===== config.mk =====
export PLATFORM = sky130hd
export DESIGN_NAME = snd_reg_arbiter
export DESIGN_NICKNAME = d
export VERILOG_FILES = /design/src/rtl/snd_pkg.sv /design/src/rtl/snd_shadow_ram.sv /design/src/rtl/snd_reg_arbiter.sv
export SDC_FILE = /design/constraint.sdc
export NUM_CORES = 1
export LEC_CHECK = 0
export ABC_AREA = 1
export ABC_CLOCK_PERIOD_IN_PS = 1300
export CAP_MARGIN = 10
export CORE_ASPECT_RATIO = 0.7
export CORE_MARGIN = 2
export CORE_UTILIZATION = 35
export CTS_CLUSTER_DIAMETER = 120
export DETAILED_ROUTE_END_ITERATION = 10
export PLACE_DENSITY = 0.77
export SYNTH_ARGS = -nofsm -noshare
export SYNTH_HDL_FRONTEND = slang
export SYNTH_SLANG_ARGS = --single-unit

===== constraint.sdc =====
create_clock -name pxclk -period 1.3 [get_ports pxclk]
set_clock_uncertainty 0.2 [all_clocks]
set_input_delay 0.195 -clock pxclk [delete_from_list [all_inputs] [get_ports pxclk]]
set_output_delay 0.195 -clock pxclk [all_outputs]
set_load 0.01 [all_outputs]

===== src/rtl/snd_pkg.sv =====
// Shared types and constants for the WSG sound-register arbiter.
// The SND_SHADOW_RD_EN build option is handled in snd_reg_arbiter.
package snd_pkg;

    typedef enum logic [1:0] {
        IDLE = 2'd0,
        ACC  = 2'd1,
        ACK  = 2'd2
    } snd_state_e;

    localparam logic [9:0] SND_WIN_BASE = 10'h000;
    localparam int         SND_ADR_W    = 6;

    localparam logic PORT_A = 1'b0;
    localparam logic PORT_B = 1'b1;

    // Request as seen on the granted port in IDLE.
    typedef struct packed {
        logic                 port;
        logic                 we;
        logic [SND_ADR_W-1:0] adr;
        logic [7:0]           wdat;
    } snd_req_t;

    // Only port and direction need to live past the grant edge.
    typedef struct packed {
        logic port;
        logic we;
    } snd_gnt_t;

    function automatic logic [15:0] snd_sa(input logic [SND_ADR_W-1:0] adr);
        return {SND_WIN_BASE, adr};
    endfunction

endpackage


===== src/rtl/snd_shadow_ram.sv =====
// 64x8 shadow of the WSG register window: synchronous write,
// registered read, asynchronous clear to the WSG reset state.
module snd_shadow_ram
    import snd_pkg::*;
(
    input  logic                 pxclk,
    input  logic                 RESET_N,
    input  logic                 we,
    input  logic [SND_ADR_W-1:0] wadr,
    input  logic [7:0]           wdat,
    input  logic                 re,
    input  logic [SND_ADR_W-1:0] radr,
    output logic [7:0]           rdat
);

    logic [(1<<SND_ADR_W)-1:0][7:0] mem;

    always_ff @(posedge pxclk or negedge RESET_N) begin
        if (!RESET_N) begin
            mem  <= '0;
            rdat <= '0;
        end else begin
            if (we) mem[wadr] <= wdat;
            if (re) rdat <= mem[radr];
        end
    end

endmodule


===== src/rtl/snd_reg_arbiter.sv =====
// Round-robin arbiter sharing the WSG register window between two CPUs.
// Build option SND_SHADOW_RD_EN: build the shadow RAM so reads return register state.
module snd_reg_arbiter
    import snd_pkg::*;
#(
    parameter logic [15:0] IDLE_SA = 16'hFFFF,
    parameter logic        RR_INIT = 1'b0
) (
    input  logic                 pxclk,
    input  logic                 RESET_N,
    input  logic                 A_REQ,
    input  logic                 A_WE,
    input  logic [SND_ADR_W-1:0] A_ADR,
    input  logic [7:0]           A_WDAT,
    output logic                 A_ACK,
    output logic [7:0]           A_RDAT,
    input  logic                 B_REQ,
    input  logic                 B_WE,
    input  logic [SND_ADR_W-1:0] B_ADR,
    input  logic [7:0]           B_WDAT,
    output logic                 B_ACK,
    output logic [7:0]           B_RDAT,
    output logic [15:0]          SA,
    output logic [7:0]           SDATA,
    output logic                 BUSY
);

    snd_state_e state, state_nxt;
    logic       rr_ptr;
    logic       grant;
    logic       gnt_port;
    snd_req_t   sel;
    snd_gnt_t   cur;
    logic [7:0] rd_val;

    always_ff @(posedge pxclk or negedge RESET_N) begin
        if (!RESET_N) state <= IDLE;
        else          state <= state_nxt;
    end

    always_comb begin
        state_nxt = state;
        grant     = 1'b0;
        gnt_port  = rr_ptr;
        case (state)
            IDLE: begin
                if (A_REQ || B_REQ) begin
                    grant     = 1'b1;
                    state_nxt = ACC;
                    if (A_REQ && !B_REQ)      gnt_port = PORT_A;
                    else if (B_REQ && !A_REQ) gnt_port = PORT_B;
                end
            end
            ACC:     state_nxt = ACK;
            ACK:     state_nxt = IDLE;
            default: state_nxt = IDLE;
        endcase
    end

    always_comb begin
        if (gnt_port == PORT_A) sel = '{port: PORT_A, we: A_WE, adr: A_ADR, wdat: A_WDAT};
        else                    sel = '{port: PORT_B, we: B_WE, adr: B_ADR, wdat: B_WDAT};
    end

`ifdef SND_SHADOW_RD_EN
    // SA/SDATA hold the write during ACC, so the shadow updates on the
    // same edge the WSG samples it and the two can never diverge.
    snd_shadow_ram u_shadow (
        .pxclk   (pxclk),
        .RESET_N (RESET_N),
        .we      ((state == ACC) && cur.we),
        .wadr    (SA[SND_ADR_W-1:0]),
        .wdat    (SDATA),
        .re      (grant && !sel.we),
        .radr    (sel.adr),
        .rdat    (rd_val)
    );
`else
    assign rd_val = 8'hFF;
`endif

    always_ff @(posedge pxclk or negedge RESET_N) begin
        if (!RESET_N) begin
            cur    <= '0;
            rr_ptr <= RR_INIT;
            SA     <= IDLE_SA;
            SDATA  <= '0;
            A_ACK  <= 1'b0;
            B_ACK  <= 1'b0;
            A_RDAT <= '0;
            B_RDAT <= '0;
            BUSY   <= 1'b0;
        end else begin
            A_ACK <= 1'b0;
            B_ACK <= 1'b0;
            SA    <= IDLE_SA;
            SDATA <= '0;
            BUSY  <= (state_nxt != IDLE);
            if (grant) begin
                cur <= '{port: sel.port, we: sel.we};
                if (sel.we) begin
                    SA    <= snd_sa(sel.adr);
                    SDATA <= sel.wdat;
                end
            end
            if (state == ACC) begin
                if (cur.port == PORT_A) A_ACK <= 1'b1;
                else                    B_ACK <= 1'b1;
                if (!cur.we) begin
                    if (cur.port == PORT_A) A_RDAT <= rd_val;
                    else                    B_RDAT <= rd_val;
                end
            end
            if (state == ACK) rr_ptr <= ~cur.port;
        end
    end

endmodule


# Word-level counts from Yosys, hierarchy flattened
# Index checks and enable logic that the tools add are counted.
word_totals:
  output_inout_bits: 43
  elab_cells: 41
  register_bits: 34
  inputBits: 34
classes:
  bitwise: 2
  mux: 17
  reduce_logical: 9
  eq_ne: 2
ops:
  columns: ["operator", "n"]
  rows:
  - ["16-bit two-way mux", 3]
  - ["8-bit two-way mux", 2]
  - ["1-bit two-way mux", 10]
  - ["3-bit AND reduction", 2]
  - ["2-bit case mux with 2 select lines", 1]
  - ["2-bit by 1-bit == test with 1-bit output, second input constant", 1]
  - ["2-bit == test, second input constant", 1]
  - ["1-bit logical AND", 2]
  - ["1-bit logical NOT", 2]
  - ["2-bit logical NOT", 1]
  - ["2-bit two-way mux", 1]
  - ["1-bit inverter", 2]
  - ["2-bit nonzero test", 1]
  - ["1-bit logical OR", 1]

# Logic depth before layout (Yosys ltp)
# Gate-level depths: netlist of the first run.
logic_depth:
  word_depth: 9
  depth_mapped: 9
  mapped_depth_nobuf: 8

# Worst setup path after synthesis of the first run
# OpenSTA, ideal clock, no wires.
synth_timing:
  kind: "register to register"
  start: "register state[1]"
  end: "register SDATA[4]"
  required_time_ns: 0.981
  arrival_ns: 1.121
  path_stages_with_launch: 10
  n_path_buf: 1
  setup_ns: 0.119
  synth_period_minus_slack_ns: 1.440
  slack_ns: -0.140
  path_cell_list: "dfrtp_1 -> nor2_4 -> nand2_2 -> nand2_4 -> nand2_8 -> buf_12 -> nand2_2 -> nand2_1 -> inv_1 -> nor2_1"
synth_via:
  elab_chain_cells: 5
  word_cells_on_any_way: 6
  classes_between: "mux: 5; reduce/logical: 1"
synth_rtl:
  columns: ["item", "line_no", "text"]
  rows:
  - ["start: declaration", "snd_reg_arbiter.sv:28", "snd_state_e state, state_nxt;"]
  - ["start signal: assignment", "snd_reg_arbiter.sv:38", "else state <= state_nxt;"]
  - ["2-bit logical NOT (*)", "snd_reg_arbiter.sv:45", "case (state)"]
  - ["1-bit two-way mux", "snd_reg_arbiter.sv:45", null]
  - ["16-bit two-way mux", "snd_reg_arbiter.sv:61", "if (gnt_port == PORT_A) sel = '{port: PORT_A, we: A_WE, adr: A_ADR, wdat: A_WDAT};"]
  - ["8-bit two-way mux", "snd_reg_arbiter.sv:101", "if (sel.we) begin"]
  - ["8-bit two-way mux (*)", "snd_reg_arbiter.sv:99", "if (grant) begin"]
  - ["end signal: assignment", "snd_reg_arbiter.sv:103", "SDATA <= sel.wdat;"]
  - ["end: declaration", "snd_reg_arbiter.sv:24", "output logic [7:0] SDATA,"]
# Mark *: on every way between the ends. The rest lies on a longest branch, timed or not.
# A chain may end at the register's enable or synchronous reset.

==> results of run 1 <==
-- routing by layer --
layer,up-vias,routed length (um),GRT usage (%)
met2,65,1480,23.4
met3,2,361,5.95
li1,608,-,-
met4,0,21,2.22
met5,-,0,0
met1,535,1320,19.2
-- report_power, final --
part	internal, W	switching, W	leakage (nW)	total [W]
logic	0.00149	0.00146	0.817	0.00295
clock network	0.000217	0.000238	0.0217	0.000455
registers	0.00109	0.000178	0.298	0.00127
-- layout make-up --
class                   count  area [um^2]  area share, %
clock buffers               3         41.3           1.79
multi-input cells          82          504           21.8
flip-flops and latches     25          637           27.6
inverters                  24         90.1           3.90
repair buffers             96          963           41.7
well taps                  52         65.1           2.82
clock inverters             1         7.51          0.325
-- stage by stage --
step / setup slack (ns) / util, % / instance area [um^2] / hold slack (ns) / TNS [ns]
2_1_floorplan: -0.115 / - / 1390 / -0.301 / -1.04
3_3_place_gp: -0.372 / 54.1 / 2080 / 0.270 / -10.95
3_5_place_dp: -0.401 / 54.1 / 2080 / 0.277 / -11.87
4_1_cts: -0.186 / 58.1 / 2240 / 0.0559 / -4.66
5_1_grt: -0.272 / 59.9 / 2310 / 0.0619 / -7.62
6_report: -0.219 / 59.9 / 2310 / 0.0566 / -5.15
-- placed cells by master, fill, tap and decap left out --
| master | instances |
|---|---|
| sky130_fd_sc_hd__nand3_2 | 2 |
| sky130_fd_sc_hd__clkbuf_2 | 5 |
| sky130_fd_sc_hd__nand2_2 | 7 |
| sky130_fd_sc_hd__nor2_4 | 2 |
| sky130_fd_sc_hd__clkinvlp_4 | 1 |
| sky130_fd_sc_hd__clkdlybuf4s50_1 | 33 |
| sky130_fd_sc_hd__inv_1 | 22 |
| sky130_fd_sc_hd__inv_2 | 2 |
| sky130_fd_sc_hd__a21oi_1 | 1 |
| sky130_fd_sc_hd__dfstp_2 | 7 |
| sky130_fd_sc_hd__nor2_1 | 8 |
| sky130_fd_sc_hd__buf_6 | 42 |
| sky130_fd_sc_hd__clkdlybuf4s15_1 | 6 |
| sky130_fd_sc_hd__nand3b_1 | 6 |
| sky130_fd_sc_hd__nor2_2 | 2 |
| sky130_fd_sc_hd__nand2_4 | 1 |
| sky130_fd_sc_hd__dfrtp_1 | 16 |
| sky130_fd_sc_hd__a31o_2 | 1 |
| sky130_fd_sc_hd__a31oi_1 | 1 |
| sky130_fd_sc_hd__buf_4 | 10 |
| sky130_fd_sc_hd__o21ai_1 | 2 |
| sky130_fd_sc_hd__clkbuf_8 | 3 |
| sky130_fd_sc_hd__nand2_1 | 29 |
| sky130_fd_sc_hd__dfrtp_2 | 2 |
| sky130_fd_sc_hd__nand2_8 | 2 |
| sky130_fd_sc_hd__nand3_1 | 14 |
| sky130_fd_sc_hd__a31o_4 | 1 |
| sky130_fd_sc_hd__nand3_4 | 3 |
-- state kept, by name (all words and copies together), names as in the netlist --
register and count:
A_ACK 1, SDATA 8, state 2, B_ACK 1
BUSY 1, A_RDAT 1, cur 2, B_RDAT 1
rr_ptr 1, SA 7
-- timing repair --
| item | CTS | global route |
|---|---|---|
| pin swaps | 2 | 1 |
| resized for setup | 191 | 23 |
| gates cloned | 1 | 0 |
| endpoints found under the setup margin | 60 | 59 |
| setup buffers | 8 | 2 |
-- cell families after synthesis --
kind of cell / Yosys count / synth area share, %
buffers and inverters: 50 / 22.2
AND/OR/NAND/NOR: 75 / 29.1
flip-flops: 25 / 45.8
AO/OA/AOI/OAI: 6 / 2.80
-- worst min path at each step --
| stage | endpoint | cells past startpoint | slack, ns | startpoint |
|---|---|---|---|---|
| floorplan | A_ACK | 0 | -0.30 | RESET_N |
| global placement | cur[0] | 2 | 0.27 | cur[0] |
| detailed placement | cur[0] | 2 | 0.28 | cur[0] |
| CTS | SDATA[4] | 2 | 0.06 | RESET_N |
| global route | SDATA[4] | 2 | 0.06 | RESET_N |
| finish | SDATA[4] | 2 | 0.06 | RESET_N |
-- worst reg2reg max path, delay by kind of cell, from the launching register on --
family                 cells  cell delay (ns)
and+or+nand+nor            7             0.65
buffers and inverters      1             0.17
DFF                        1             0.42
==> flow_results.org, run 1 <==
** Pwr
- Worst ir drop on vdd :: between 0.8 and 0.9 mV
- Dividing total power by cell area gives a power density of roughly 2000 nW/um^2.
- The analysis attributes to cell leakage a power of 1.14 nW.
- Summing internal, switching and leakage power gives 0.00468 W.

** Clock network
- Root buffer cell :: sky130_fd_sc_hd__clkbuf_8
- CTS max path bufs :: 2
- H-tree depth reported by CTS :: 1
- CTS saw 25 sinks.
- Counting the buffers created by CTS gives 3.
- For this design, the CTS-stage hold fixing added 0 buffers.
- TritonCTS built the clock tree.
- Clock-pin slew on the worst setup and hold paths :: 0.09 ns
- The clock reaches the later pin of the worst-skew pair after approximately 0.27 ns.

** STA
- Final worst path period share :: 117%
- The total count of hold-check failures in the final report was 0.
- Setup repair after global routing could not meet its margin everywhere.
- Time the worst path needs with I/O delays and setup :: about 1.5 ns
- The count of pins over their slew limit came to 0.
- At the pin with the least slew margin, the transition time is approximately 0.23 ns.
- Setup violations remaining at the end of the flow were counted as 44.
- Achievable Freq :: around 660 MHz
- Headroom to the max-slew limit came out at a little over four fifths.
- Final setup margin :: -0.219 ns

** Yosys
- Synthesized Nets :: 190
- After synthesis the netlist holds a flip-flop and latch count of 25.
- Sequential elements use 45.8% of the synthesized area.
- Number of warnings printed during yosys synthesis :: 0
- Synthesis produced about 160 cells.
- Share of flip-flops with an asynchronous set or reset after synthesis :: 100%
- The most used flip-flop cell after synthesis is sky130_fd_sc_hd__dfrtp_1.
- Cell types with the largest area share after synthesis :: sky130_fd_sc_hd__dfrtp_1 33%, sky130_fd_sc_hd__dfstp_2 13%, sky130_fd_sc_hd__buf_4 12%
- The share of synthesized area in the top cell type comes to 32.5%.
- Most frequent cell after synthesis :: sky130_fd_sc_hd__nand2_1
- Synthesis instantiated 22 different standard cells from the library.
- In this run, synthesis inferred 0 flip-flops with an integrated enable.
- Cell type with the highest aggregate area in the netlist :: sky130_fd_sc_hd__dfrtp_1
- After synthesis the cells add up to between 1000 and 1500 um^2.
- List of most frequent post-synthesis cells :: 31 x sky130_fd_sc_hd__nand2_1, 23 x sky130_fd_sc_hd__buf_4, 22 x sky130_fd_sc_hd__inv_1, 18 x sky130_fd_sc_hd__dfrtp_1, 16 x sky130_fd_sc_hd__nand3_1
- A synthesized cell averages between 8 and 9 um^2.

** Global route
- The initial antenna violation count came to 0.
- Largest net degree at the start of global routing :: 16
- Total overflow reported by the global router :: 0
- Global routing used between 10% and 20% of the available tracks.
- The first global-routing pass estimated between 5000 and 6000 um of wire.
- Via count of the first global-routing pass :: around 1.1k

** Place
- Number of buffers inserted by port buffering :: 76
- Post-DP HPWL :: around 2400 um
- Total placed cells including tap cells :: about 270
- Final weighted congestion in routability-driven placement :: slightly above 0.8

** Setup path
- The slowest stage of the critical path is the sky130_fd_sc_hd__dfstp_2 cell.
- Traced cell by cell, the critical path runs through buf_6 -> buf_6.
- Measured in cells, the most critical reg-to-reg path has a length of 8.
- Data on the critical path arrives at its endpoint at around 1.1 ns.
- Worst stage delay on the critical path :: 0.61 ns
- In this run the critical register-to-register path is captured at SA[3].
- Kind of capture point of the worst setup path :: output pin
- STA classifies the critical path startpoint as a register.
- Worst r2r src :: state[0]
- Setup CP Type :: register to output pin
- Maximum fanout along the worst path :: 6
- Worst setup endpoint :: SA[13]
- Internal reg-to-reg setup slack :: -0.19 ns
- Critical path's top delay family :: flip-flops
- Together, buffers and inverters on the worst path number 2.
- At the worst endpoint, the required time is around 0.9 ns.
- The most critical setup path has its startpoint at SA[14].
- Library cell appearing most often on the critical path :: sky130_fd_sc_hd__buf_6
- Crit path depth :: 2

** Finish
- The finished layout holds approximately 280 standard cells, fillers aside.
- Nets@finish :: roughly 270
- In the final layout, the share of cells above drive strength 1 is between 40% and 50%.
- Layout overhead on the synthesized area :: 66.8%
- Counting the fill cells in the layout gives between 300 and 400.
- Antenna Cells :: 0

** Floorplan
- In this run the core area contains 19 standard-cell rows.
- Effective utilization at floorplan :: 35.9%
- Height of the chip :: roughly 57 um
- The core region is 3850 um^2.
- Number of ports placed on the die boundary :: between 70 and 80
- The die is ~80 um wide.
- Area of the die :: around 4500 um^2

** Routing
- After detailed routing, the number of remaining DRC violations is 0.
- Via density per instance :: between 4 and 5
- For this block, the initial DRC count from the detailed router was 59.
- ANT nets after route :: 0
- Number of detailed-routing iterations run before antenna repair :: 4
- Total wire length after detailed routing :: ~3200 um
- Routed len/inst :: 11.2 um
- Vias :: 1210

** Outcome
- The checks that failed: negative setup slack.
- Status :: finished with violations

** Job
- Number of max-capacitance violations reported :: 0

** Worst hold path
- Path type of the worst min-delay path :: primary input to async pin
Power figures use the tool's default switching activity.
==> inputs of run 2 (changes only) <==
--- a/config.mk
+++ b/config.mk
@@ -13,6 +13,7 @@
 export CORE_UTILIZATION = 35
 export CTS_CLUSTER_DIAMETER = 120
 export DETAILED_ROUTE_END_ITERATION = 10
+export HOLD_SLACK_MARGIN = 0.05
 export PLACE_DENSITY = 0.77
 export SYNTH_ARGS = -nofsm -noshare
 export SYNTH_HDL_FRONTEND = slang
==> results of run 2 <==
Final layout, timing and power as in run 1 (identical DEF).
==> inputs of run 3 (changes only) <==
--- a/config.mk
+++ b/config.mk
@@ -12,9 +12,11 @@
 export CORE_MARGIN = 2
 export CORE_UTILIZATION = 35
 export CTS_CLUSTER_DIAMETER = 120
+export CTS_CLUSTER_SIZE = 25
 export DETAILED_ROUTE_END_ITERATION = 10
 export HOLD_SLACK_MARGIN = 0.05
 export PLACE_DENSITY = 0.77
 export SYNTH_ARGS = -nofsm -noshare
 export SYNTH_HDL_FRONTEND = slang
 export SYNTH_SLANG_ARGS = --single-unit
+export TNS_END_PERCENT = 20
==> flow_results.org, run 3 (synthesized netlist as in run 1, its figures left out) <==
** Routing
- The count of nets left with antenna violations after detail routing is 0 (unchanged).
- The total wirelength of the detailed-routed design is 2930 um (-8.0%).
- The number of vias per cell after detailed routing is 4.27 (about the same).
- The total vias in the final route came to 1201 (-0.74%).
- The final routed DRC violation total came to 0 (unchanged).
- The number of DRC violations after detailed-routing iteration 0 is 52 (-12%).
- The detail-routed net length per standard cell came to 10.4 um (-7.3%).
- Number of detailed-routing iterations run before antenna repair :: 4 (unchanged)

** Setup path
- The reg-to-reg setup timing slack was -0.23 ns (-0.04 ns).
- Setup CP Type :: register to register
- The worst setup path is launched from a register.
- Cells traversed along the worst timing path :: nor2_4 -> nand3_4 -> nand2_8 -> nand2_1 -> nand2_4 -> nand3_1
- The maximum fanout along the worst path was 8 (+2).
- Depth of the worst register-to-register path :: 6 (-2)
- Worst stage delay on the critical path :: 0.44 ns (-0.17 ns)
- Worst r2r src :: state[1]
- The slowest stage of the critical path belongs to the cell sky130_fd_sc_hd__dfrtp_1.
- End of the worst register-to-register path :: SA[1]
- Critical path's top delay family :: simple AND/OR/NAND/NOR gates
- STA classifies the critical path endpoint as a register.
- The arrival time of data at the critical path endpoint is 1.53 ns (+0.41 ns).
- Combined buffer and inverter count along the critical path :: 0 (-2)
- Data required, critical path :: 1.29 ns (+0.39 ns)

** Global route
- The number of global-route vias before repair came to 1069 (-3.4%).
- The wire length of the first global-routing pass was 4690 um (-7.9%).
- The overall fraction of global-route tracks in use was 13.8% (-0.88 points).
- The initial antenna violation count came to 0 (unchanged).
- Largest net degree at the start of global routing :: 26 (+10)
- The total overflow reported by the global router was 0 (unchanged).

** Clock network
- Clock tree synthesis selected as its root buffer the cell sky130_fd_sc_hd__clkbuf_8.
- Clock network latency to the later pin of the worst-skew pair :: 0.26 ns (about the same)
- Clock-pin slew on the worst setup and hold paths :: 0.08 ns (about the same)
- The number of levels in the clock H-tree is 1 (unchanged).
- CTS max path bufs :: 2 (unchanged)
- Clock tree from TritonCTS :: done
- Count of hold buffers inserted by post-cts repair :: 0 (unchanged)
- The number of buffers added by the clock tree synthesis step is 3 (unchanged).
- The number of clock sinks was 25 (unchanged).

** Finish
- Layout cells sized above 1 :: 40.6% (+0.35 points)
- Antenna Cells :: 0 (unchanged)
- Non-Filler Instances :: 281 (-0.71%)
- Most frequent standard cell in the layout excluding fill and tap cells :: sky130_fd_sc_hd__clkdlybuf4s50_1
- Register containing the most flip-flops in the final layout :: SDATA
- Nets@finish :: 264 (-0.75%)
- The largest registers in the layout are SDATA x8, SA x7.
- The area growth from synthesis to layout is 65.5%.
- Leaving out fill and tap cells, the most frequent cells in the layout are 33 x sky130_fd_sc_hd__clkdlybuf4s50_1, 30 x sky130_fd_sc_hd__buf_6, 29 x sky130_fd_sc_hd__nand2_1.
- The number of flip-flops in the largest register was 8 (unchanged).

** STA
- Total count of hold-check failures in the final report :: 0 (unchanged)
- The count of pins over their slew limit came to 0 (unchanged).
- The worst slew slack as a fraction of its limit came to 82.2% (-2.2 points).
- Final setup margin :: -0.232 ns (-0.0137 ns)
- RSZ-0062 raised after global routing :: yes
- Final worst path period share :: 118% (+1.1 points)
- Final setup violation count :: 38 (-14%)
- Sum of negative setup slack :: -4.91 ns (+0.232 ns)
- The transition time of the tightest slew-check pin is 0.266 ns (+0.0331 ns).
- Achievable Freq :: 653 MHz (-0.89%)
- The minimum clock period is 1.53 ns (+0.0137 ns).

** Place
- The total placed cells including tap cells is 269 (unchanged).
- Post-DP HPWL :: 2200 um (-8.4%)
- The count of input and output buffers came to 76 (unchanged).
- The weighted congestion reported at the end of routability-driven placement came to 0.787 (-3.1%).

** Outcome
- Status :: finished with violations
- Violated checks :: negative setup slack

** Worst hold path
- The path class of the tightest hold or removal check is primary input to async pin.

** Floorplan
- The initial core utilization is 35.9% (unchanged).
- Standard cell core area :: 3850 um^2 (unchanged)
- Number of ports placed on the die boundary :: 77 (unchanged)
- The area enclosed by the die boundary came to 4480 um^2 (unchanged).
- The vertical die dimension is 56.6 um (unchanged).
- The die extent in x is 79.2 um (unchanged).
- Number of cell rows :: 19 (unchanged)

** Job
- Number of max-capacitance violations reported :: 0 (unchanged)

** Pwr
- Worst ir drop on vdd :: 0.836 mV (-4.0%)
- The areal power density over the cells was 2020 nW/um^2 (-0.37%).
- The leakage power is 1.11 nW (-2.1%).
- Total chip power :: 0.00462 W (-1.2%)
run 3: per-layer routing:
| metal | vias up | track usage [%] | wire length [um] |
|---|---|---|---|
| met4 | 0 | 5.17 | 45 |
| met2 | 58 | 22.6 | 1420 |
| met5 | - | 0 | 0 |
| met1 | 529 | 17.2 | 1200 |
| li1 | 610 | - | - |
| met3 | 4 | 3.86 | 262 |
run 3: metrics by stage:
stage,hold slack [ns],cell area (um^2),util [%],worst slack [ns]
finish,0.0697,2290,59.5,-0.232
global route,0.0744,2290,59.5,-0.306
CTS,0.0736,2270,58.9,-0.218
detailed placement,0.279,2090,54.2,-0.428
global placement,0.265,2090,54.2,-0.394
floorplan,-0.301,1380,-,-0.116
run 3: worst max path at each step:
| stage | startpoint | to | slack, ns | cells after the start |
|---|---|---|---|---|
| 6_report | state[1] | SA[1] | -0.23 | 6 |
| 3_3_place_gp | B_REQ | SA[4] | -0.39 | 8 |
| 2_1_floorplan | state[1] | SDATA[4] | -0.12 | 9 |
| 3_5_place_dp | B_REQ | SA[5] | -0.43 | 8 |
| 4_1_cts | SA[14] | SA[9] | -0.22 | 2 |
| 5_1_grt | state[0] | SA[1] | -0.31 | 6 |
run 3: final cells by class:
type,count,area (um^2)
timing repair buffer,93,896
sequential,25,637
clock buffer,4,45.0
multi-input combinational,83,557
fill,334,1560
inverter,24,90.1
tap,52,65.1
run 3: where the power goes:
part	leakage [nW]	total, W	switching, W	internal, W
Combinational	0.793	0.00291	0.00147	0.00143
Clock	0.0228	0.000440	0.000221	0.000219
Sequential	0.298	0.00127	0.000183	0.00109
Total	1.11	0.00462	0.00188	0.00274
run 3: repair_timing:
| action | CTS | global route |
|---|---|---|
| buffers inserted | 6 | 0 |
| setup endpoints to repair | 60 | 50 |
| pin swaps | 21 | 11 |
| gates cloned | 2 | 0 |
| resized for setup | 193 | 12 |
run 3: worst reg2reg max path, cell delays in order (launching register included):
cell	delay, ns
sky130_fd_sc_hd__dfrtp_1	0.44
sky130_fd_sc_hd__nor2_4	0.17
sky130_fd_sc_hd__nand3_4	0.19
sky130_fd_sc_hd__nand2_8	0.16
sky130_fd_sc_hd__nand2_1	0.10
sky130_fd_sc_hd__nand2_4	0.12
sky130_fd_sc_hd__nand3_1	0.08
